## src/rtl/cu_read_command_arbiter_pkg.sv

```systemverilog
// Shared types and constants for the read command arbiter slice.
package cu_read_command_arbiter_pkg;

  localparam int NUM_READ_REQUESTERS   = 4;
  localparam int READ_ARB_QUEUE_DEPTH  = 8;
  localparam int READ_ARB_ALFULL_SLACK = 3;
  localparam int CU_ID_W               = 8;

  localparam logic [CU_ID_W-1:0] DATA_READ_CONTROL_ID   = 8'h10;
  localparam logic [CU_ID_W-1:0] INODE_READ_CONTROL_ID  = DATA_READ_CONTROL_ID + 8'd1;
  localparam logic [CU_ID_W-1:0] BLOCK_READ_CONTROL_ID  = DATA_READ_CONTROL_ID + 8'd2;
  localparam logic [CU_ID_W-1:0] VERTEX_READ_CONTROL_ID = DATA_READ_CONTROL_ID + 8'd3;

  typedef struct packed {
    logic [CU_ID_W-1:0] cu_id;
    logic [7:0]         tag;
  } CommandTagLine;

  typedef struct packed {
    logic          valid;
    CommandTagLine cmd;
    logic [63:0]   address;
    logic [11:0]   size;
  } CommandBufferLine;

  typedef struct packed {
    logic          valid;
    CommandTagLine cmd;
    logic [3:0]    response;
  } ResponseBufferLine;

  typedef struct packed {
    logic alfull;
    logic full;
    logic empty;
  } BufferStatus;

  typedef struct packed {
    logic [NUM_READ_REQUESTERS-1:0] overflow;
    logic                           unrouted;
  } ReadArbStatus;

  function automatic BufferStatus queue_status(input int occ, input int depth, input int slack);
    BufferStatus s;
    s.alfull = (occ >= depth - slack);
    s.full   = (occ == depth);
    s.empty  = (occ == 0);
    return s;
  endfunction

endpackage

```

## src/rtl/cu_read_command_arbiter_if.sv

```systemverilog
// Requester/downstream/response bundle of the read command arbiter.
interface cu_read_command_arbiter_if
  import cu_read_command_arbiter_pkg::*;
#(
  parameter int NUM_REQUESTERS   = NUM_READ_REQUESTERS,
  parameter int OUTSTANDING_BITS = 16
);
  logic                                              arbiter_enabled_in;
  CommandBufferLine  [NUM_REQUESTERS-1:0]            request_command_in;
  BufferStatus       [NUM_REQUESTERS-1:0]            request_buffer_status_out;
  BufferStatus                                       command_buffer_status;
  CommandBufferLine                                  command_out;
  ResponseBufferLine                                 response_in;
  ResponseBufferLine [NUM_REQUESTERS-1:0]            response_out;
  logic [NUM_REQUESTERS-1:0][OUTSTANDING_BITS-1:0]   outstanding_out;
  logic [NUM_REQUESTERS-1:0]                         overflow_error_out;
  logic                                              unrouted_error_out;

  modport slave (
    input  arbiter_enabled_in, request_command_in, command_buffer_status, response_in,
    output request_buffer_status_out, command_out, response_out, outstanding_out,
           overflow_error_out, unrouted_error_out
  );

  modport master (
    output arbiter_enabled_in, request_command_in, command_buffer_status, response_in,
    input  request_buffer_status_out, command_out, response_out, outstanding_out,
           overflow_error_out, unrouted_error_out
  );
endinterface

```

## src/rtl/cu_read_command_queue.sv

```systemverilog
// Per-requester command FIFO; a pop frees the slot for a same-edge push even when full.
module cu_read_command_queue
  import cu_read_command_arbiter_pkg::*;
#(
  parameter int DEPTH = READ_ARB_QUEUE_DEPTH,
  parameter int SLACK = READ_ARB_ALFULL_SLACK
) (
  input  logic             clock,
  input  logic             rstn,
  input  logic             push_i,
  input  CommandBufferLine data_i,
  input  logic             pop_i,
  output CommandBufferLine head_o,
  output logic             nonempty_o,
  output BufferStatus      status_o,
  output logic             overflow_o
);
  localparam int AW = $clog2(DEPTH);
  localparam logic [AW:0] FULL_OCC = (AW+1)'(DEPTH);

  CommandBufferLine mem_q [DEPTH];
  logic [AW-1:0]    rd_q, wr_q;
  logic [AW:0]      occ_q, occ_d;
  BufferStatus      status_q;
  logic             full, accept, pop;

  assign full   = (occ_q == FULL_OCC);
  assign pop    = pop_i && (occ_q != '0);
  assign accept = push_i && (!full || pop);

  always_comb begin
    occ_d = occ_q;
    if (accept && !pop)      occ_d = occ_q + 1'b1;
    else if (!accept && pop) occ_d = occ_q - 1'b1;
  end

  always_ff @(posedge clock or negedge rstn) begin
    if (!rstn) begin
      rd_q     <= '0;
      wr_q     <= '0;
      occ_q    <= '0;
      status_q <= '0;
    end else begin
      if (accept) wr_q <= wr_q + 1'b1;
      if (pop)    rd_q <= rd_q + 1'b1;
      occ_q    <= occ_d;
      status_q <= queue_status(int'(occ_d), DEPTH, SLACK);
    end
  end

  always_ff @(posedge clock) begin
    if (accept) mem_q[wr_q] <= data_i;
  end

  assign head_o     = mem_q[rd_q];
  assign nonempty_o = (occ_q != '0);
  assign status_o   = status_q;
  assign overflow_o = push_i && full && !pop;

endmodule

```

## src/rtl/cu_read_command_arbiter.sv

```systemverilog
// Round-robin read command arbiter: per-requester queues, one grant per cycle,
// response routing by cu_id and per-requester outstanding counters.
module cu_read_command_arbiter
  import cu_read_command_arbiter_pkg::*;
#(
  parameter int                 NUM_REQUESTERS   = NUM_READ_REQUESTERS,
  parameter int                 QUEUE_DEPTH      = READ_ARB_QUEUE_DEPTH,
  parameter int                 ALFULL_SLACK     = READ_ARB_ALFULL_SLACK,
  parameter logic [CU_ID_W-1:0] CU_ID_BASE       = DATA_READ_CONTROL_ID,
  parameter int                 OUTSTANDING_BITS = 16
) (
  input logic                      clock,
  input logic                      rstn,
  cu_read_command_arbiter_if.slave bus
);
  localparam int PW = $clog2(NUM_REQUESTERS);

  logic                 enabled_q;
  logic [PW-1:0]        ptr_q;
  CommandBufferLine     grant_q, command_out_q;
  logic                 unrouted_q;

  CommandBufferLine  [NUM_REQUESTERS-1:0]                       head;
  BufferStatus       [NUM_REQUESTERS-1:0]                       status;
  ResponseBufferLine [NUM_REQUESTERS-1:0]                       resp_out;
  logic              [NUM_REQUESTERS-1:0][OUTSTANDING_BITS-1:0] outstanding;
  logic              [NUM_REQUESTERS-1:0]                       nonempty, push, pop, ovf_pulse, ovf;

  logic                 grant_vld;
  logic [PW-1:0]        grant_idx, cand;
  logic [CU_ID_W-1:0]   resp_off;
  logic                 resp_in_range, resp_hit;
  logic [PW-1:0]        resp_idx;
  logic                 unused_status;

  // Search starts one past the last winner so every requester is visited in turn.
  always_comb begin
    grant_vld = 1'b0;
    grant_idx = '0;
    cand      = '0;
    if (enabled_q && !bus.command_buffer_status.alfull) begin
      for (int k = 1; k <= NUM_REQUESTERS; k++) begin
        cand = PW'((int'(ptr_q) + k) % NUM_REQUESTERS);
        if (!grant_vld && nonempty[cand]) begin
          grant_vld = 1'b1;
          grant_idx = cand;
        end
      end
    end
  end

  assign resp_off      = bus.response_in.cmd.cu_id - CU_ID_BASE;
  assign resp_in_range = (bus.response_in.cmd.cu_id >= CU_ID_BASE) && (int'(resp_off) < NUM_REQUESTERS);
  assign resp_hit      = bus.response_in.valid && resp_in_range;
  assign resp_idx      = resp_off[PW-1:0];
  assign unused_status = &{1'b0, bus.command_buffer_status.full, bus.command_buffer_status.empty};

  // A popped command waits in grant_q while disabled rather than being lost.
  always_ff @(posedge clock or negedge rstn) begin
    if (!rstn) begin
      enabled_q     <= 1'b0;
      ptr_q         <= PW'(NUM_REQUESTERS - 1);
      grant_q       <= '0;
      command_out_q <= '0;
      unrouted_q    <= 1'b0;
    end else begin
      enabled_q <= bus.arbiter_enabled_in;
      if (enabled_q) begin
        command_out_q <= grant_q;
        grant_q       <= grant_vld ? head[grant_idx] : '0;
        if (grant_vld) ptr_q <= grant_idx;
      end else begin
        command_out_q <= '0;
      end
      if (bus.response_in.valid && !resp_in_range) unrouted_q <= 1'b1;
    end
  end

  for (genvar g = 0; g < NUM_REQUESTERS; g++) begin : gen_lane
    logic [OUTSTANDING_BITS-1:0] cnt_q;
    logic                        ovf_q;
    ResponseBufferLine           resp_q;
    logic                        inc, dec;

    assign push[g] = enabled_q && bus.request_command_in[g].valid;
    assign pop[g]  = grant_vld && (grant_idx == PW'(g));
    assign inc     = pop[g];
    assign dec     = enabled_q && resp_hit && (resp_idx == PW'(g));

    cu_read_command_queue #(
      .DEPTH (QUEUE_DEPTH),
      .SLACK (ALFULL_SLACK)
    ) u_queue (
      .clock      (clock),
      .rstn       (rstn),
      .push_i     (push[g]),
      .data_i     (bus.request_command_in[g]),
      .pop_i      (pop[g]),
      .head_o     (head[g]),
      .nonempty_o (nonempty[g]),
      .status_o   (status[g]),
      .overflow_o (ovf_pulse[g])
    );

    always_ff @(posedge clock or negedge rstn) begin
      if (!rstn) begin
        cnt_q  <= '0;
        ovf_q  <= 1'b0;
        resp_q <= '0;
      end else begin
        if (inc && !dec && (cnt_q != '1))      cnt_q <= cnt_q + 1'b1;
        else if (dec && !inc && (cnt_q != '0)) cnt_q <= cnt_q - 1'b1;
        if (ovf_pulse[g]) ovf_q <= 1'b1;
        resp_q <= (resp_hit && (resp_idx == PW'(g))) ? bus.response_in : '0;
      end
    end

    assign outstanding[g] = cnt_q;
    assign ovf[g]         = ovf_q;
    assign resp_out[g]    = resp_q;
  end

  assign bus.command_out               = command_out_q;
  assign bus.request_buffer_status_out = status;
  assign bus.response_out              = resp_out;
  assign bus.outstanding_out           = outstanding;
  assign bus.overflow_error_out        = ovf;
  assign bus.unrouted_error_out        = unrouted_q;

endmodule

```

## src/flat_wrapper.sv

```systemverilog
// flat-port wrapper written by rule: the top's interface ports become plain ports
module cu_read_command_arbiter_flat import cu_read_command_arbiter_pkg::*;
#(
  parameter int                 NUM_REQUESTERS   = NUM_READ_REQUESTERS,
  parameter int                 QUEUE_DEPTH      = READ_ARB_QUEUE_DEPTH,
  parameter int                 ALFULL_SLACK     = READ_ARB_ALFULL_SLACK,
  parameter logic [CU_ID_W-1:0] CU_ID_BASE       = DATA_READ_CONTROL_ID,
  parameter int                 OUTSTANDING_BITS = 16
)
  (clock, rstn, bus_arbiter_enabled_in, bus_request_command_in, bus_command_buffer_status, bus_response_in, bus_request_buffer_status_out, bus_command_out, bus_response_out, bus_outstanding_out, bus_overflow_error_out, bus_unrouted_error_out);
  cu_read_command_arbiter_if #(.NUM_REQUESTERS(NUM_REQUESTERS), .OUTSTANDING_BITS(OUTSTANDING_BITS)) bus_i ();
  input logic clock;
  input logic rstn;
  input wire logic [$bits(bus_i.arbiter_enabled_in)-1:0] bus_arbiter_enabled_in;
  input wire logic [$bits(bus_i.request_command_in)-1:0] bus_request_command_in;
  input wire logic [$bits(bus_i.command_buffer_status)-1:0] bus_command_buffer_status;
  input wire logic [$bits(bus_i.response_in)-1:0] bus_response_in;
  output wire logic [$bits(bus_i.request_buffer_status_out)-1:0] bus_request_buffer_status_out;
  output wire logic [$bits(bus_i.command_out)-1:0] bus_command_out;
  output wire logic [$bits(bus_i.response_out)-1:0] bus_response_out;
  output wire logic [$bits(bus_i.outstanding_out)-1:0] bus_outstanding_out;
  output wire logic [$bits(bus_i.overflow_error_out)-1:0] bus_overflow_error_out;
  output wire logic [$bits(bus_i.unrouted_error_out)-1:0] bus_unrouted_error_out;
  assign bus_i.arbiter_enabled_in = bus_arbiter_enabled_in;
  assign bus_i.request_command_in = bus_request_command_in;
  assign bus_i.command_buffer_status = bus_command_buffer_status;
  assign bus_i.response_in = bus_response_in;
  assign bus_request_buffer_status_out = bus_i.request_buffer_status_out;
  assign bus_command_out = bus_i.command_out;
  assign bus_response_out = bus_i.response_out;
  assign bus_outstanding_out = bus_i.outstanding_out;
  assign bus_overflow_error_out = bus_i.overflow_error_out;
  assign bus_unrouted_error_out = bus_i.unrouted_error_out;
  cu_read_command_arbiter #(.NUM_REQUESTERS(NUM_REQUESTERS), .QUEUE_DEPTH(QUEUE_DEPTH), .ALFULL_SLACK(ALFULL_SLACK), .CU_ID_BASE(CU_ID_BASE), .OUTSTANDING_BITS(OUTSTANDING_BITS)) u_core (.clock(clock), .rstn(rstn), .bus(bus_i));
endmodule
```

## config.mk

```make
export PLATFORM = sky130hd
export DESIGN_NAME = cu_read_command_arbiter_flat
export DESIGN_NICKNAME = d
export VERILOG_FILES = /design/src/rtl/cu_read_command_arbiter_pkg.sv /design/src/rtl/cu_read_command_arbiter_if.sv /design/src/rtl/cu_read_command_queue.sv /design/src/rtl/cu_read_command_arbiter.sv /design/src/flat_wrapper.sv
export SDC_FILE = /design/constraint.sdc
export NUM_CORES = 2
export LEC_CHECK = 0
export BUFFER_PORTS_ARGS = -buffer_cell sky130_fd_sc_hd__clkbuf_2
export CAP_MARGIN = 20
export CORE_ASPECT_RATIO = 0.75
export CORE_UTILIZATION = 45
export DETAILED_ROUTE_END_ITERATION = 10
export PLACE_DENSITY = 0.65
export SYNTH_ARGS = -nofsm -noshare
export SYNTH_HDL_FRONTEND = slang
export SYNTH_HIERARCHICAL = 1
export SYNTH_SLANG_ARGS = --single-unit
```

## constraint.sdc

```tcl
create_clock -name clock -period 22 [get_ports clock]
set_clock_uncertainty 0.05 [all_clocks]
set_input_delay 2.2 -clock clock [delete_from_list [all_inputs] [get_ports clock]]
set_output_delay 2.2 -clock clock [all_outputs]
set_load 0.01 [all_outputs]
```

# Word level (Yosys, flattened, before mapping)
# Memories as Yosys holds them, arrays and structs flattened.
# Index checks and enable logic that the tools add are counted.
# op_classes
n_addsub	29
n_lt_le_gt_ge	11
eq_ne	18
n_mux	53
n_reduce_logical	112
# op_table
cell	n
2-to-1 mux 93 bit	3
binary-select mux 93 bit (select 2 bit)	1
2-to-1 mux 16 bit	8
2-to-1 mux 21 bit	4
adder 16 x 1 -> 16 bit (second input constant)	4
logical AND 1 bit	64
inequality test 16 bit (second input constant)	4
nonzero test 16 bit	4
subtractor 16 x 1 -> 16 bit (second input constant)	4
equality test 4 bit (second input constant)	8
2-to-1 mux 4 bit	8
zero test 1 bit	25
adder 3 x 1 -> 3 bit (second input constant)	8
2-to-1 mux 1 bit	20
adder 4 x 1 -> 4 bit (second input constant)	4
greater-or-equal comparator 4 x 3 -> 1 bit (second input constant)	4
zero test 4 bit	4
nonzero test 4 bit	4
subtractor 4 x 1 -> 4 bit (second input constant)	4
< comparator 2 x 3 -> 1 bit (second input constant)	5
2-to-1 mux 2 bit	5
binary-select mux 1 bit (select 2 bit)	4
equality test 2 bit (second input constant)	4
greater-or-equal comparator 8 x 5 -> 1 bit (second input constant)	1
9 further kinds	19
# totals
reg_bits	394
ram_bits	2976
out_inout_bits	258
elab_cells	288
n_memories	4
# mem_list
memory	words	width	read_ports	rd_ports_with_merged_regs	wr	line	rtl
u_core.gen_lane[0].u_queue.mem_q	8	93	1	0	1	cu_read_command_queue.sv:21	CommandBufferLine mem_q [DEPTH];
u_core.gen_lane[1].u_queue.mem_q	8	93	1	0	1	cu_read_command_queue.sv:21	
u_core.gen_lane[2].u_queue.mem_q	8	93	1	0	1	cu_read_command_queue.sv:21	
u_core.gen_lane[3].u_queue.mem_q	8	93	1	0	1	cu_read_command_queue.sv:21	

# Depth between registers and ports, before layout
# logic_depth
word_depth	27
depth_mapped	18
depth_no_buf	18

# Modules after synthesis
# The synthesis kept the hierarchy.
# by_module_without_submodules
module	instances	cells_per_inst	area_each_um2
cu_read_command_queue at u_core.gen_lane[1].u_queue ...	2	1163	28736.3
cu_read_command_queue at u_core.gen_lane[0].u_queue	1	1163	28735.1
cu_read_command_queue at u_core.gen_lane[3].u_queue	1	1165	28640.0
cu_read_command_arbiter	1	1541	16498.3

# Least setup slack after synthesis
# OpenSTA, ideal clock, no wires.
# synth_timing
kind	input to register
start	in bus_command_buffer_status[2]
end	mem u_core/gen_lane[1].u_queue/mem_q[1][0] (netlist bit) (enable)
setup_ns	0.658
arrival_time_ns	10.291
slack_ns	11.000
stages	10
n_path_buf	2
path_cell_list	nand2b_1 nor2_1 nand2_2 nor2_1 clkbuf_1 buf_2 nor4bb_1 nor2b_1 nand2_1 nor3_1
# synth_via
elab_chain_cells	10
word_cells_on_any_way	11
cone_classes	1 x eq/ne; 4 x mux; 6 x reduce/logical
# synth_rtl
item	line	rtl
start, declared	flat_wrapper.sv:16	input wire logic [$bits(bus_i.command_buffer_status)-1:0] bus_command_buffer_status;
zero test 1 bit (*)	cu_read_command_arbiter.sv:41	if (enabled_q && !bus.command_buffer_status.alfull) begin
logical AND 1 bit (*)	cu_read_command_arbiter.sv:41	
2-to-1 mux 2 bit	cu_read_command_arbiter.sv:41	
equality test 2 x 1 -> 1 bit	cu_read_command_arbiter.sv:86	assign pop[g] = grant_vld && (grant_idx == PW'(g));
logical AND 1 bit (*)	cu_read_command_arbiter.sv:86	
net u_core.gen_lane[1].inc	cu_read_command_arbiter.sv:83	logic inc, dec;
logical AND 1 bit (*)	cu_read_command_queue.sv:28	assign pop = pop_i && (occ_q != '0);
logical OR 1 bit (*)	cu_read_command_queue.sv:29	assign accept = push_i && (!full || pop);
logical AND 1 bit (*)	cu_read_command_queue.sv:29	
2-to-1 mux 1 bit (*)	cu_read_command_queue.sv:52	if (accept) mem_q[wr_q] <= data_i;
2-to-1 mux 1 bit (implied by the code) (*)	cu_read_command_queue.sv:52	
end, declared	cu_read_command_queue.sv:21	
# The timed path passes the listed nets; every way through them passes the cells marked *.

# Final worst setup path
# layout_timing
start	reg u_core.gen_lane[3].u_queue.occ_q[0]
end	mem u_core/gen_lane[2].u_queue/mem_q[4][74] (netlist bit) (enable)
# layout_via
elab_chain_cells	24
word_cells_on_any_way	35
cone_classes	1 x eq/ne; 23 x mux; 11 x reduce/logical
# layout_rtl
item	line	rtl
start, declared	cu_read_command_queue.sv:23	logic [AW:0] occ_q, occ_d;
start signal, assigned	cu_read_command_queue.sv:41	occ_q <= '0;
start signal, assigned	cu_read_command_queue.sv:46	occ_q <= occ_d;
nonzero test 4 bit (*)	cu_read_command_queue.sv:56	assign nonempty_o = (occ_q != '0);
net u_core.nonempty[3]	cu_read_command_arbiter.sv:27	logic [NUM_REQUESTERS-1:0] nonempty, push, pop, ovf_pulse, ovf;
binary-select mux 1 bit (select 2 bit)	cu_read_command_arbiter.sv:44	if (!grant_vld && nonempty[cand]) begin
2-to-1 mux 1 bit (implied by the code)	cu_read_command_arbiter.sv:44	
2-to-1 mux 1 bit	cu_read_command_arbiter.sv:44	
2-to-1 mux 1 bit	cu_read_command_arbiter.sv:41	
zero test 1 bit	cu_read_command_arbiter.sv:44	
logical AND 1 bit	cu_read_command_arbiter.sv:44	
[... 9 more ...]	--	
2-to-1 mux 2 bit	cu_read_command_arbiter.sv:41	
equality test 2 bit	cu_read_command_arbiter.sv:86	
logical AND 1 bit (*)	cu_read_command_arbiter.sv:86	
logical AND 1 bit (*)	cu_read_command_queue.sv:28	
logical OR 1 bit (*)	cu_read_command_queue.sv:29	
logical AND 1 bit (*)	cu_read_command_queue.sv:29	
2-to-1 mux 1 bit (*)	cu_read_command_queue.sv:52	
2-to-1 mux 1 bit (implied by the code) (*)	cu_read_command_queue.sv:52	
end, declared	cu_read_command_queue.sv:21	
# The timed path passes the listed nets; every way through them passes the cells marked *. The select of a mux whose other input is x is not followed.

==> run_results.csv <==
group,metric,value,unit
synth,synth_top_area_frac,0.680,
sta,finalSetupViolCount,0,
synth,ys_seq_elements,3370,
sta,relSlewSlack,0.160,
cts,cts_setup_buffers,0,
critical_path,crit_start,"u_core/gen_lane[3].u_queue/occ_q[0]",
cts,cts_resized,0,
sta,finalCritPeriodShare,0.323,
status,status,"completed",
grt,track_usage,0.230,
critical_path,cp-end-kind,"flop",
critical_path,path_buf_inv,4,
synth,synth_area_leaders,"edfxtp_1 68%, mux4_2 13%, dfrtp_1 7.5%",
sta,finalCriticalPeriod,7100,ps
critical_path,worstReg2RegStart,"u_core/gen_lane[3].u_queue/occ_q[0]",
power_and_ir_drop,powerDensity,128,mW/mm²
layout,post-route-util,0.519,
cts,numCtsBuffers,333,
critical_path,crit_chain,"inv_1, ha_1, or3b_1, and3b_1, o31ai_4, nor2_1, nand2_1, inv_4, nor4bb_1, nor2b_1, nand2b_1, nor2_4, buf_4, buf_4",
critical_path,crit_top_cell,"buf_4",
synth,synthDistinctLibCells,85,
drt,vias_per_cell,5.85,
critical_path,cp_max_fo,46,
floorplan,die_h,470,µm
drt,routed_wl,342,mm
critical_path,cpPeakStageDelay,900,ps
floorplan,start_util,0.453,
floorplan,ios,657,
critical_path,required,22410,ps
synth,syn_area_per_cell,21.2,µm²
layout,syn_to_final_growth,14.5,%
cts,cts_tree,"built",
synth,synth_edf_count,2976,
critical_path,cp.arrival,7510,ps
power_and_ir_drop,irDropWorstVdd,0.110,mV
drt,wl_per_cell,30.5,µm
grt,grt_pass1_vias,64700,
synth,netlist_area,0.131,mm²
sta,rsz0062_at_grt,"false",
grt,gr-total-overflow,0,
sta,setup_tns,0,ps
cts,clkTransAtPathRegs,60,ps
job,cap_violations,0,
critical_path,slowest_stage,"nor2_4",
sta,finalHoldViolations,0,
cts,cts_buffer_depth,4,
hold_path,worstHoldStart,"u_core/bus.unrouted_error_out",
sta,holdWs,407,ps
placement,place_congestion,0.830,
synth,synth_ff_type,"edfxtp_1",
synth,syn_inst,6195,
sta,max_freq,141,MHz
drt,drtPass1Iterations,6,
synth,async_flop_share,0.117,
synth,yosys.area.top_type,"edfxtp_1",
floorplan,fp-row-count,171,
critical_path,crit_family,"simple AND/OR/NAND/NOR gates",
cts,ctsHoldBuffers,0,
floorplan,die_area,0.294,mm²
grt,grt_first_pass_wirelength,483,mm
floorplan,die_w,626,µm
sta,worst_pin_slew,1260,ps
sta,maxSlewViolCount,0,
power_and_ir_drop,p_leak,0.0508,µW
drt,vias,65500,
layout,drive_gt1_frac,0.347,
synth,synth_seq_area_share,0.755,
grt,antenna_found_initial,172,
power_and_ir_drop,power,19200,µW
cts,worstSkewPairLatency,880,ps
critical_path,start_kind,"flop",
cts,clock-sinks,3370,
critical_path,critPathKind,"reg2reg",
placement,place_hpwl,209,mm
drt,drt-initial-drc-count,6705,
cts,htreeDepth,5,
drt,ant_nets,0,
hold_path,worstHoldPathType,"reg2reg",
cts,cts_root_buf,"clkbuf_16",
floorplan,core_area,0.290,mm²
grt,grt_max_degree,163,
layout,fin_nets,7496,
drt,drc,0,
synth,yosys_warnings,6,
placement,portBuffers,654,
==> power breakdown <==
group	internal, µW	switching (µW)	leakage [µW]
Clock	3390	2400	0.00539
Combinational	2440	2840	0.0135
Sequential	7640	523	0.0319
==> per-layer routing <==
layer  vias to the layer above  GRT usage  wire, µm
li1                      27300          -         -
met1                     35000      0.331    144000
met2                      2521      0.353    158000
met3                       624     0.0601     30100
met4                       122     0.0561      8630
met5                         -          0       749
==> sequential cells by signal, summed over array words and instances, names as in the netlist <==
register / cells
u_core/gen_lane.u_queue/mem_q: 2976
u_core/bus.command_out: 93
u_core/grant_q: 93
u_core/bus.response_out: 84
u_core/gen_lane.cnt_q: 64
u_core/gen_lane.u_queue/occ_q: 16
u_core/gen_lane.u_queue/rd_q: 12
u_core/gen_lane.u_queue/status_o: 12
u_core/gen_lane.u_queue/wr_q: 12
u_core/gen_lane.ovf_q: 4
u_core/ptr_q: 2
u_core/bus.unrouted_error_out: 1
u_core/enabled_q: 1
==> cell type report <==
class / count / area, µm²
Antenna cell: 36 / 90.1
Fill cell: 22400 / 140000
Clock buffer: 419 / 8980
Timing Repair Buffer: 782 / 4320
Clock inverter: 184 / 2070
Sequential cell: 3370 / 99300
Multi-Input combinational cell: 2495 / 30600
Inverter: 35 / 136
Tap cell: 3892 / 4870
==> synth_stat cells (all sizes together) (10+ instances only) <==
cell,count
a22oi,187
a22o,93
a21oi,95
mux2,397
nor2,114
ha,76
buf,184
o21a,14
mux4,744
nand2b,27
nor4,24
or2,10
o31a,10
nand2,164
or3,10
nor3,31
xor2,28
o21ai,54
nand4,31
nand3,12
xnor2,42
a211oi,15
inv,35
clkbuf,134
and2,149
dfrtp,392
edfxtp,2976
mux2i,12
a21o,17
nor2b,25
==> path summary, 6_finish.rpt <==
check / to / slack (ps) / cells after the start
max: u_core/gen_lane[2].u_queue/mem_q[4][74] / 14900 / 14
min: u_core/bus.unrouted_error_out / 410 / 1
min in group asynchronous: u_core/bus.command_out[91] / 1280 / 1
max reg2reg: u_core/gen_lane[2].u_queue/mem_q[4][74] / 14900 / 14
min reg2reg: u_core/bus.unrouted_error_out / 410 / 1
max in group asynchronous: u_core/bus.command_out[48] / 18380 / 3
==> logic make-up after synthesis <==
family / count (synthesis) / share of synthesized area
adders and majority gates: 80 / 0.00785
buffers and inverters: 353 / 0.0139
muxes: 1153 / 0.163
DFF: 3370 / 0.755
xor gates and xnor gates: 70 / 0.00467
AOI/OAI and AO/OA: 542 / 0.0304
other: 1 / 0.0000286
and+or+nand+nor: 626 / 0.0251
==> stage by stage <==
step,area [µm²],setup WS (ps),instances
global placement,139000,13950,10600
detailed placement,139000,13900,10600
CTS,150000,14570,11200
floorplan,131000,11000,6218
global route,150000,14550,11200
finish,150000,14900,11200
==> cells in the final DEF (no fill, tap or decap), types with 13 or more instances in the layout <==
cell type,count
edfxtp_1,2976
mux4_2,744
clkbuf_2,653
mux2_2,396
dfrtp_1,379
clkbuf_16,343
a22oi_1,187
nand2_1,161
and2_1,149
buf_4,121
a22o_1,93
nor2_1,86
a21oi_1,78
ha_1,76
clkbuf_1,64
clkinv_2,62
o21ai_0,51
clkinv_1,42
xnor2_1,42
bufinv_16,41
diode_2,36
inv_1,32
nand4_1,31
xor2_1,28
nand2b_1,27
nor2_4,27
nor2b_1,25
conb_1,24
nor4_1,23
nor3_1,19
a21o_1,17
clkinvlp_4,16
a21oi_2,16
o21a_1,14
a211oi_1,13
dfrtp_4,13
Note: power is estimated with default switching activity, not from simulation.
